$ cat src/rtl/dbg_decode.sv
// dbg_decode: decode stage of the debug pipeline.
// Takes {pc, inst} pairs over valid/ready, decodes the RISC-V SYSTEM-class
// instructions into one-hot op flags and presents them registered to the
// execute stage. A one-entry skid buffer keeps in_ready purely registered.
// Once an ebreak has been handed downstream the stage halts until reset.
module dbg_decode #(
    parameter int CNT_W = 32
) (
    input  logic             clk,
    input  logic             rst_n,
    input  logic             flush,
    input  logic             in_valid,
    output logic             in_ready,
    input  logic [63:0]      in_pc,
    input  logic [31:0]      in_inst,
    output logic             out_valid,
    input  logic             out_ready,
    output logic [63:0]      out_pc,
    output logic             ebreak_op,
    output logic             ecall_op,
    output logic             mret_op,
    output logic             wfi_op,
    output logic             illegal_op,
    output logic             halted,
    output logic [CNT_W-1:0] inst_count
);

    localparam logic [6:0] OPC_SYSTEM = 7'b1110011;

    // Op flag vectors are packed as {ebreak, ecall, mret, wfi, illegal}.
    localparam int OP_EBREAK  = 4;
    localparam int OP_ECALL   = 3;
    localparam int OP_MRET    = 2;
    localparam int OP_WFI     = 1;
    localparam int OP_ILLEGAL = 0;

    logic [4:0]  dec_ops;
    logic [4:0]  out_ops;
    logic        skid_valid;
    logic [63:0] skid_pc;
    logic [4:0]  skid_ops;
    logic        accept;
    logic        out_hs;

    // Skid slot and halt are both registers, so in_ready never depends on
    // anything combinational from downstream.
    assign in_ready = ~skid_valid & ~halted;
    assign accept   = in_valid & in_ready;
    assign out_hs   = out_valid & out_ready;

    assign ebreak_op  = out_ops[OP_EBREAK];
    assign ecall_op   = out_ops[OP_ECALL];
    assign mret_op    = out_ops[OP_MRET];
    assign wfi_op     = out_ops[OP_WFI];
    assign illegal_op = out_ops[OP_ILLEGAL];

    // Decode the incoming word into at most one op flag; any SYSTEM funct3=0
    // word that is not one of the four supported encodings is illegal.
    always_comb begin
        dec_ops = '0;
        if (in_inst == 32'h0000_0000 || in_inst == 32'hFFFF_FFFF ||
            in_inst[1:0] != 2'b11) begin
            dec_ops[OP_ILLEGAL] = 1'b1;
        end else if (in_inst[6:0] == OPC_SYSTEM && in_inst[14:12] == 3'b000) begin
            if (in_inst[11:7] == 5'd0 && in_inst[19:15] == 5'd0) begin
                case (in_inst[31:20])
                    12'h000: dec_ops[OP_ECALL]   = 1'b1;
                    12'h001: dec_ops[OP_EBREAK]  = 1'b1;
                    12'h302: dec_ops[OP_MRET]    = 1'b1;
                    12'h105: dec_ops[OP_WFI]     = 1'b1;
                    default: dec_ops[OP_ILLEGAL] = 1'b1;
                endcase
            end else begin
                dec_ops[OP_ILLEGAL] = 1'b1;
            end
        end
    end

    // OUT/SKID storage: refill OUT from SKID on a drain, otherwise load the
    // accepted instruction into OUT if it is free or draining, else into SKID.
    always_ff @(posedge clk or negedge rst_n) begin
        if (!rst_n) begin
            out_valid  <= 1'b0;
            out_pc     <= '0;
            out_ops    <= '0;
            skid_valid <= 1'b0;
            skid_pc    <= '0;
            skid_ops   <= '0;
        end else if (flush) begin
            out_valid  <= 1'b0;
            skid_valid <= 1'b0;
        end else if (out_hs && skid_valid) begin
            out_valid  <= 1'b1;
            out_pc     <= skid_pc;
            out_ops    <= skid_ops;
            skid_valid <= 1'b0;
        end else if (accept && (!out_valid || out_hs)) begin
            out_valid <= 1'b1;
            out_pc    <= in_pc;
            out_ops   <= dec_ops;
        end else if (accept) begin
            skid_valid <= 1'b1;
            skid_pc    <= in_pc;
            skid_ops   <= dec_ops;
        end else if (out_hs) begin
            out_valid <= 1'b0;
        end
    end

    // Sticky halt once an ebreak leaves the stage; flush cannot clear it.
    always_ff @(posedge clk or negedge rst_n) begin
        if (!rst_n) begin
            halted <= 1'b0;
        end else if (out_hs && out_ops[OP_EBREAK]) begin
            halted <= 1'b1;
        end
    end

    // Count every output handshake, including one that coincides with flush.
    always_ff @(posedge clk or negedge rst_n) begin
        if (!rst_n) begin
            inst_count <= '0;
        end else if (out_hs) begin
            inst_count <= inst_count + CNT_W'(1);
        end
    end

endmodule

$ cat config.mk
export PLATFORM = sky130hd
export DESIGN_NAME = dbg_decode
export DESIGN_NICKNAME = d
export VERILOG_FILES = /design/src/rtl/dbg_decode.sv
export SDC_FILE = /design/constraint.sdc
export NUM_CORES = 1
export LEC_CHECK = 0
export CAP_MARGIN = 20
export CORE_MARGIN = 2
export CORE_UTILIZATION = 52
export CTS_CLUSTER_SIZE = 16
export DETAILED_ROUTE_END_ITERATION = 7
export GPL_ROUTABILITY_DRIVEN = 1
export PLACE_DENSITY_LB_ADDON = 0.12
export SYNTH_ARGS = -nofsm -noshare
export SYNTH_HDL_FRONTEND = slang
export SYNTH_SLANG_ARGS = --single-unit
$ cat constraint.sdc
create_clock -name clk -period 4.48 [get_ports clk]
set_clock_uncertainty 0.1 [all_clocks]
set_input_delay 0.672 -clock clk [delete_from_list [all_inputs] [get_ports clk]]
set_output_delay 0.672 -clock clk [all_outputs]
set_load 0.005 [all_outputs]
### Word level (Yosys, flattened, before mapping)

Index checks and enable logic that the tools add are counted.

| storage, ports and cells | value |
|---|---|
| bits of input ports | 101 |
| ROM bits | 0 |
| bits in registers | 173 |
| RAM bits | 0 |
| bits in latches | 0 |
| memories kept | 0 |

| cells by class | value |
|---|---|
| shift operators | 0 |
| order comparisons | 0 |
| bitwise logic cells | 8 |
| $add $sub $neg | 1 |
| $mul | 0 |
| reduce and logical (&&, ||, !) cells | 22 |
| eq/ne operators | 8 |
| divide/modulo/power cells | 0 |
| mux-type cells | 23 |

Operators by type and width:

| cell | number |
|---|---|
| $mux W64 | 2 |
| $add A32 B1 Y32 const B | 1 |
| $eq A32 B32 Y1 const B | 1 |
| $logic_not A32 Y1 | 1 |
| $mux W1 | 16 |
| $mux W5 | 3 |
| $eq A12 B1 Y1 const B | 1 |
| $eq A12 B10 Y1 const B | 1 |
| $eq A12 B9 Y1 const B | 1 |
| $logic_not A12 Y1 | 1 |
| $logic_not A5 Y1 | 2 |
| $mux W4 | 2 |
| $eq A7 B7 Y1 const B | 1 |
| $reduce_and A2 Y1 | 3 |
| $logic_and A1 B1 Y1 | 5 |
| $not A1 Y1 | 5 |
| $ne A4 B2 Y1 const B | 1 |
| $reduce_and A4 Y1 | 1 |
| $reduce_bool A4 Y1 | 1 |
| $reduce_or A4 Y1 | 1 |
| $and A1 B1 Y1 | 3 |
| $logic_not A3 Y1 | 1 |
| $logic_or A1 B1 Y1 | 3 |
| $ne A3 B3 Y1 const B | 1 |
| other kinds (4) | 4 |

### Logic depth before layout (Yosys ltp)

Gate-level depths: netlist of the first run.

| depth | value |
|---|---|
| depth after elaboration | 8 |
| gate-level depth with buffers | 7 |
| mapped depth without buffers | 6 |

### Worst setup path before layout of the first run

Ideal clock, no wire load.

| path | value |
|---|---|
| kind | input -> register |
| start point | in in_inst[3] |
| end point | reg skid_ops[3] |
| slack | 1.980 ns |
| cell stages on the path | 5 |
| library setup time | 0.092 ns |
| data required time | 4.288 ns |
| buffers on the path | 0 |
| arrival time | 2.309 ns |
| cell sequence | or4_1 -> or4_4 -> nor4b_4 -> nand2_1 -> o31ai_2 |

| on the way | value |
|---|---|
| longest elaborated chain between the ends | 4 |
| elaborated cells between the ends (all ways) | 8 |
| classes of those cells | eq/ne: 2; mux: 2; reduce/logical: 4 |

Ends and longest elaborated chain:

| item | RTL line | text |
|---|---|---|
| from (decl) | 15 | `input logic [31:0] in_inst,` |
| $eq A32 B32 Y1 (tied with other cells) | 61 | `if (in_inst == 32'h0000_0000 \|\| in_inst == 32'hFFFF_FFFF \|\|` |
| $logic_or A1 B1 Y1 or $logic_and A1 B1 Y1 (tied branches) | 61, 64 |  |
| $logic_or A1 B1 Y1 or $mux W5 (tied branches) | 61, 64 |  |
| $mux W4 (*) | 61 |  |
| to (signal assigned) | 104 | `skid_ops <= dec_ops;` |
| to (decl) | 41 | `logic [4:0] skid_ops;` |

Mark *: on every way between the ends. The rest lies on a longest branch, timed or not.
A chain may end at the register's enable or synchronous reset.

### Worst setup path in the final report of the first run

Same ends and word-level chain as after synthesis.

==> run metrics, run 1 <==
IO Port Bufs=204; Synth async-reset ratio=100%; min cycle time layout=2.61 ns; Met1 Wirelength=7.35 mm; DRC violations left=0; RePlAce Congestion=0.738; Rows=43; Final Instance Area=0.0102 mm^2; n_diodes=0; via density per instance=5.51; clock slew seen by the registers of the worst setup and hold paths=0.06 ns; # Post-CTS Setup Buffers=0; Yosys Warn Count=0; most common cell after layout, fill and taps aside=clkdlybuf4s50_1; total detailed-routing wirelength=17.9 mm; syn avg cell area=10.6 um^2; first-pass GRT wire length=29.0 mm; Distinct cells, synth=37; CTS tree=done; Nets=987; drt initial violations=448; Critical Path Fanout Max=6; synthesized instance count=696; core area=0.0138 mm^2; clk root buf=clkbuf_16; worst-margin pin slew=1.07 ns; unrepaired setup endpoints after global routing=no; Setup crit end kind=flop; Syn Nets=798; Final Util=73.8%; most frequent cells in the layout=clkdlybuf4s50_1 (203), dfrtp_1 (173), nand2_1 (158), nor2_1 (77), a31oi_1 (70); slew margin rel.=28.6%; Die Wd=123 um; Setup Total Neg Slack=0 ns; antenna violations before repair=0; max-slew violation count=0; Hold Slack=0.241 ns; Synth Flop Type=dfrtp_1; share of cells above drive strength 1=5.46%; Syn Std Cell Area=0.00735 mm^2; pwr/cell area=346 mW/mm^2; CTS Buf Count=17; flops & latches, synth=173; met2 wire len=9.21 mm; Setup Viol. Count Final=0; leakage power=4.64 nW; met3 routed WL=959 um; Worst-Skew Late Latency=0.42 ns; CP Class=primary input to flop; Arr. time, crit path=2.83 ns; largest net degree at the start of global routing=115; clock sinks=173; Min-Delay Path Class=primary input to async pin; Non-Filler Instances=1,078; vias in the first global route=5,991; fmax=0.383 GHz; Worst setup SP type=primary input; Die ar.=0.0151 mm^2; Max-Cap Viols=0; antenna-violating nets left=0; hpwl dp=12.0 mm; post-cts gate resize count=0; Placed Cells incl. Taps=1,046; worst ir drop on vdd=0.281 mV; total congestion overflow=0; # IOs=205; Design Power=3.53 mW; status=finished clean; Setup WS pre-CTS=1.41 ns; first drt pass iteration count=6; WL/cell=16.6 um; final setup margin=1.87 ns; Post-synth EDFFs=0; GRT Overall Usage=24.8%; dpl cell area=0.00955 mm^2; vias=5,942; H-tree levels=4; synthesis-to-finish area growth=38.8%; Seq/Total Area, Yosys=58.9%; Longest Clk Path Bufs=2; fin crit share=58.3%; cts-stage hold buffer count=0; final hold viol count=0; Crit path required time=4.70 ns; top layer in use=met4; starting density of the core=53.2%; Die Y=123 um
==> critical path: stages <==
cell and delay [ns]:
clkdlybuf4s50_1 0.41, or4_1 0.51, or4_4 0.47, nor4b_4 0.41, nand2_1 0.12, o31ai_2 0.23
==> synth_stat cells (3+ instances only) <==
cell type / n / area (um^2)
nand3_1: 16 / 80.1
and2_1: 3 / 18.8
buf_1: 3 / 11.3
nor3_1: 3 / 15.0
nor2_1: 77 / 289
a31oi_1: 70 / 438
xnor2_1: 25 / 219
dfrtp_1: 173 / 4330
and3_1: 4 / 25.0
nand2_1: 159 / 597
and4_1: 8 / 70.1
mux2_1: 63 / 709
clkbuf_1: 38 / 143
xor2_1: 6 / 52.6
nor4_1: 5 / 31.3
nand4_1: 14 / 87.6
==> per-layer routing <==
layer | vias to the layer above | global-route usage (%)
li1 | 2779 | -
met1 | 2961 | 31.2
met2 | 177 | 41.9
met3 | 25 | 5.03
met4 | 0 | 10.3
met5 | - | 0
==> registers in the layout, indices dropped and copies added, names as in the netlist <==
signal	count
halted	1
inst_count	32
out_ops	5
out_pc	64
out_valid	1
skid_ops	5
skid_pc	64
skid_valid	1
==> layout make-up <==
type	instances	area (um^2)
clock buffer	22	464
tap	180	225
clock inverter	10	186
inverter	2	7.51
sequential	173	4330
timing repair buffer	211	2110
fill	938	3630
multi-input combinational	480	2880
==> power breakdown <==
part / leakage (nW) / switching (mW) / total, mW / internal [mW]
Sequential: 2.30 / 0.0284 / 1.63 / 1.60
Clock: 0.307 / 0.591 / 1.61 / 1.02
Combinational: 2.04 / 0.110 / 0.285 / 0.175
==> kinds of logic after synthesis <==
group	count (synthesis)	share of synthesized area, %
adder cells (fa/ha/maj)	1	0.170
AO/OA/AOI/OAI	81	7.00
flip-flops	173	58.9
multiplexers	65	9.96
AND/OR/NAND/NOR	302	18.1
XOR/XNOR	31	3.69
buffers and inverters	43	2.20
==> final timing paths <==
path                                       end  cells after the start      startpoint  slack (ns)
worst max-delay path               skid_ops[3]                      6      in_inst[3]        1.87
worst min register to register  inst_count[31]                      1  inst_count[31]        0.38
worst min-delay path             inst_count[4]                      1           rst_n        0.24
max in group asynchronous          skid_pc[53]                      2           rst_n        2.97
worst max register to register      out_pc[25]                      5       out_valid        2.12
min in group clk                inst_count[31]                      1  inst_count[31]        0.38
Note: power is estimated with default switching activity, not from simulation.
==> run 2, diff against run 1 <==
Settings changed: CORE_UTILIZATION 52 to 48.
Clock period 4.48 ns to 2.65 ns, I/O delays scaled along.
==> run metrics, run 2 (synthesized netlist as in run 1, its figures left out) <==
fmax=0.432 GHz; worst ir drop on vdd=0.413 mV (+47%); min cycle time layout=2.32 ns; Worst setup SP type=primary input; Hold Path Stages=1; via density per instance=5.38 (-2.5%); Nets=999 (+1.2%); first-pass GRT wire length=29.6 mm (+2.1%); Worst-Skew Late Latency=0.42 ns (about the same); Critical Path Fanout Max=6 (unchanged); Die Wd=128 um (+4.0%); pwr/cell area=579 mW/mm^2 (+67%); Hold Slack=0.385 ns (+0.144 ns); Crit path required time=2.88 ns (-1.82 ns); Design Power=6.01 mW (+71%); area of the multi-input gates=0.00288 mm^2 (unchanged); Setup crit end kind=flop; # Post-CTS Setup Buffers=0 (unchanged); CTS tree=done; CP max stage delay=0.52 ns (about the same); register area=0.00433 mm^2 (unchanged); n_diodes=0 (unchanged); worst hold start=inst_count[12]; Die ar.=0.0163 mm^2 (+8.1%); Cell Chain, Critical Path=clkdlybuf4s50_1 -> or4_1 -> or4_4 -> nor4b_4 -> nand4b_1 -> a31oi_1; clock sinks=173 (unchanged); starting density of the core=48.7% (-4.4 points); post-cts gate resize count=0 (unchanged); Min-Delay Path Class=flop to flop; status=finished clean; max-slew violation count=0 (unchanged); Setup Viol. Count Final=0 (unchanged); Die Y=128 um (+4.0%); most common cell after layout, fill and taps aside=clkdlybuf4s50_1; share of cells above drive strength 1=6.81% (+1.4 points); # IOs=205 (unchanged); first drt pass iteration count=4 (-2); antenna-violating nets left=0 (unchanged); final hold viol count=0 (unchanged); drt initial violations=341 (-24%); hpwl dp=12.5 mm (+4.8%); most frequent cells in the layout=clkdlybuf4s50_1 (203), dfrtp_1 (173), nand2_1 (158), nor2_1 (77), a31oi_1 (70); largest net degree at the start of global routing=71 (-38%); FILL cells=1,140 (+22%); CTS Buf Count=17 (unchanged); total detailed-routing wirelength=17.9 mm (-0.26%); top flop regs=out_pc x64, skid_pc x64, inst_count x32; Hold Path End=inst_count[12]; WL/cell=16.3 um (-2.1%); Setup Total Neg Slack=0 ns (unchanged); Setup WS pre-CTS=-0.0980 ns (-1.51 ns); worst-margin pin slew=0.626 ns (-0.446 ns); reg-to-reg startpoint=inst_count[0]; IO Port Bufs=204 (unchanged); RePlAce Congestion=0.749 (+1.5%); synthesis-to-finish area growth=41.4%; clk root buf=clkbuf_16; H-tree levels=4 (unchanged); Arr. time, crit path=2.55 ns (-0.28 ns); worst reg-to-reg path cell count=6 (+1); total congestion overflow=0 (unchanged); Non-Filler Instances=1,098 (+1.9%); CP max-delay cell=or4_1; CP Class=primary input to flop; fin crit share=87.4%; core area=0.0151 mm^2 (+9.1%); vias=5,902 (-0.67%); DRC violations left=0 (unchanged); Longest Clk Path Bufs=2 (unchanged); Placed Cells incl. Taps=1,065 (+1.8%); crit path from=in_inst[3]; antenna violations before repair=0 (unchanged); unrepaired setup endpoints after global routing=no; Max-Cap Viols=0 (unchanged); leakage power=4.74 nW (+2.2%); R2R setup slack=0.59 ns (-1.53 ns); final setup margin=0.333 ns (-1.54 ns); GRT Overall Usage=22.9% (-1.9 points); Reg-to-Reg End=inst_count[22]; Final Instance Area=0.0104 mm^2 (+1.9%); Rows=45 (+4.7%); Final Util=68.9% (-4.9 points); dpl cell area=0.00972 mm^2 (+1.8%); vias in the first global route=6,038 (+0.78%); clock slew seen by the registers of the worst setup and hold paths=0.06 ns (about the same); slew margin rel.=58.3% (+30 points)
run 2: changes by cell type in the layout (fill, tap and decap cells not counted):
cell / change
buf_12: +6
inv_6: +1
clkbuf_1: -2
clkinv_2: +2
dlygate4sd3_1: +1
clkbuf_8: +2
buf_4: +5
clkinvlp_4: -3
run 2: layout make-up:
class                           count  share of cell area, %
Clock buffer                       22                   4.66
Clock inverter                     10                   1.76
Inverter                            2                 0.0722
Multi-Input combinational cell    480                   27.7
Sequential cell                   173                   41.6
Tap cell                          188                   2.26
Timing Repair Buffer              223                   21.9
run 2: how the worst max path moves through the flow:
| stage | slack (ns) | to |
|---|---|---|
| after floorplan | 0.42 | skid_ops[3] |
| after global placement | -0.06 | skid_ops[3] |
| after detailed placement | -0.1 | skid_ops[3] |
| after CTS | 0.34 | out_ops[3] |
| after global routing | 0.24 | skid_ops[3] |
| final | 0.33 | out_ops[3] |
run 2: layer usage:
metal	track usage (%)	wire length, um
met5	0	0
met4	8.02	307
met1	28.7	7600
met3	5.88	1110
met2	38.7	8850
run 2: repair_timing:
item | 4_1_cts | 5_1_grt
endpoints found under the hold margin | 59 | 0
setup endpoints to repair | 0 | 0
hold buffers | 1 | 0
run 2: worst max-delay path: cells and delay by family:
kind / cells / cell delay, ns
AO/OA/AOI/OAI: 1 / 0.19
AND/OR/NAND/NOR: 4 / 1.55
buffers and inverters: 1 / 0.41
run 2: report_power, final:
| group | total (mW) | internal, mW | leakage, nW | switching [mW] |
|---|---|---|---|---|
| Clock | 2.77 | 1.77 | 0.330 | 0.994 |
| Combinational | 0.492 | 0.304 | 2.11 | 0.189 |
| Sequential | 2.75 | 2.71 | 2.30 | 0.0443 |
| Total | 6.01 | 4.79 | 4.74 | 1.23 |
==> run 3, diff against run 2 <==
Settings changed: ABC_AREA set to 1, CORE_UTILIZATION 48 to 49.
==> run metrics, run 3 <==
status=finished clean; Distinct cells, synth=31 (-16%); Setup Viol. Count Final=0 (unchanged); flops & latches, synth=173 (unchanged); Die Y=131 um (+2.3%); count leader, synth=nand2_1; Hold Slack=0.370 ns (-0.0151 ns); Synth async-reset ratio=100% (unchanged); leakage power=5.00 nW (+5.5%); Placed Cells incl. Taps=1,346 (+26%); Syn Std Cell Area=0.00786 mm^2 (+6.9%); Worst path depth=2 (-4); hpwl dp=13.1 mm (+4.2%); clk root buf=clkbuf_16; Setup WS pre-CTS=0.322 ns (+0.420 ns); H-tree levels=4 (unchanged); syn avg cell area=8.21 um^2 (-22%); GRT busiest layer=met2; core area=0.0158 mm^2 (+4.5%); min cycle time layout=2.14 ns (-0.176 ns); worst-margin pin slew=0.772 ns (+0.146 ns); Setup Total Neg Slack=0 ns (unchanged); most frequent cells in the layout=nand2_1 (418), clkdlybuf4s50_1 (203), dfrtp_1 (173), nor2_1 (103), a31oi_1 (64); Nets=1,252 (+25%); IO Port Bufs=204 (unchanged); total congestion overflow=0 (unchanged); first drt pass iteration count=5 (+1); starting density of the core=49.8% (+1.1 points); total detailed-routing wirelength=19.5 mm (+9.0%); Cell Chain, Critical Path=nor2_1 -> clkdlybuf4s50_1; RePlAce Congestion=0.862 (+15%); Seq/Total Area, Yosys=55.1% (-3.8 points); vias=6,889 (+17%); Design Power=7.27 mW (+21%); synthesis-to-finish area growth=35.9%; CP Class=flop to output port; CP max-delay cell=clkdlybuf4s50_1; Longest Clk Path Bufs=2 (unchanged); Min-Delay Path Class=flop to flop; pwr/cell area=680 mW/mm^2 (+18%); share of cells above drive strength 1=4.99% (-1.8 points); CP max stage delay=0.60 ns (+0.08 ns); max-slew violation count=0 (unchanged); Synth Flop Type=dfrtp_1; Rows=46 (+2.2%); clock slew seen by the registers of the worst setup and hold paths=0.06 ns (about the same); WP buf/inv=1 (unchanged); Die Wd=131 um (+2.3%); final setup margin=0.508 ns (+0.176 ns); GR Util met1=32.5% (+3.8 points); post-cts gate resize count=0 (unchanged); CTS Buf Count=17 (unchanged); Max-Cap Viols=0 (unchanged); synthesized instance count=957 (+38%); top post-synthesis cells by area=dfrtp_1 (55%), nand2_1 (20%), a31oi_1 (5.1%), nor2_1 (4.9%), xor2_1 (2.2%); DRC violations left=0 (unchanged); CTS tree=done; most common cell after layout, fill and taps aside=nand2_1; crit path from=halted; fmax=0.467 GHz (+8.2%); Final Util=67.7% (-1.1 points); top flop regs=out_pc x64, skid_pc x64, inst_count x32; # IOs=205 (unchanged); Setup crit end kind=output port; CP delay by family, top=buffers and inverters; met2 track utilization from global routing=37.2% (-1.5 points); largest net degree at the start of global routing=72 (+1.4%); Worst setup SP type=flop; R2R setup slack=0.69 ns (+0.10 ns); Reg-to-Reg End=inst_count[20]; Yosys Warn Count=0 (unchanged); fin crit share=80.8% (-6.6 points); dpl cell area=0.0101 mm^2 (+4.1%); slew margin rel.=48.6% (-9.7 points); crit path capture=in_ready; Critical Path Fanout Max=3 (-3); vias in the first global route=6,378 (+5.6%); WL/cell=14.1 um (-13%); met3 Usage GRT=5.78% (-0.10 points); final hold viol count=0 (unchanged); FILL cells=1,339 (+17%); antenna-violating nets left=0 (unchanged); reg-to-reg startpoint=inst_count[0]; GRT Overall Usage=23.6% (+0.71 points); Die ar.=0.0171 mm^2 (+4.6%); worst reg-to-reg path cell count=8 (+2); worst ir drop on vdd=0.457 mV (+11%); Crit path required time=2.15 ns (-0.73 ns); Synth top cells by count=nand2_1 (418), dfrtp_1 (173), nor2_1 (103); Non-Filler Instances=1,380 (+26%); clock sinks=173 (unchanged); Arr. time, crit path=1.64 ns (-0.91 ns); Worst-Skew Late Latency=0.43 ns (about the same); via density per instance=4.99 (-7.1%); unrepaired setup endpoints after global routing=no; area share of the largest cell type after synthesis=55.1% (-3.8 points); Post-synth EDFFs=0 (unchanged); antenna violations before repair=1 (+1); Syn Nets=1,059 (+33%); area leader, netlist=dfrtp_1; drt initial violations=545 (+60%); Final Instance Area=0.0107 mm^2 (+2.8%); first-pass GRT wire length=31.6 mm (+6.7%)
==> run 3: cell types whose count changed after synthesis, sizes merged, moves of 14 or more <==
cell / before / now
nand2: 160 / 421
xor2: 6 / 20
nor3: 3 / 21
inv: 2 / 43
nor2: 77 / 109
clkbuf: 38 / 13
mux2: 65 / 0
buf: 3 / 29
xnor2: 25 / 6
==> run 3: cell type report <==
class                      count  area, um^2  share of cell area [%]
sequential                   173        4330                    40.5
multi-input combinational    699        3140                    29.4
timing repair buffer         216        2220                    20.8
clock buffer                  22         464                    4.34
tap                          216         270                    2.53
inverter                      43         164                    1.53
clock inverter                10        90.1                   0.843
antenna                        1        2.50                  0.0234
==> run 3: cells by family after synthesis <==
logic type,count (synthesis),synth area share [%]
AND/OR/NAND/NOR,587,30.4
flip-flops,173,55.1
AO/OA/AOI/OAI,85,6.53
buffers and inverters,85,4.97
XOR/XNOR,26,2.90
adder cells (fa/ha/maj),1,0.159
==> run 3: worst min-delay path by stage <==
stage	startpoint	end	slack [ns]	cells after the start
6_report	skid_pc[47]	skid_pc[47]	0.37	2
5_1_grt	skid_pc[51]	skid_pc[51]	0.39	2
4_1_cts	skid_pc[37]	skid_pc[37]	0.37	2
3_5_place_dp	rst_n	skid_pc[11]	0.28	1
3_3_place_gp	rst_n	skid_pc[11]	0.28	1
2_1_floorplan	rst_n	halted	0.002	0
==> run 3: where the power goes <==
part | internal (mW) | switching [mW] | leakage [nW]
logic | 0.816 | 0.605 | 2.65
clock network | 1.34 | 1.02 | 0.266
registers | 3.16 | 0.327 | 2.09
==> run 3: routing by layer <==
| layer | vias to the layer above | share of wire (%) |
|---|---|---|
| met5 | - | 0 |
| met4 | 0 | 1.4 |
| met3 | 21 | 6.8 |
| met2 | 213 | 46 |
| met1 | 3199 | 45 |
| li1 | 3456 | - |
==> run 3: tightest hold or removal path, stage by stage (launching register included) <==
cell     delay [ns]
dfrtp_1        0.34
nand2_1        0.05
nand2_1        0.05
==> run 3: what timing repair did <==
action,in CTS,in global routing
hold buffers,1,0
endpoints found under the hold margin,50,0
setup buffers,0,0
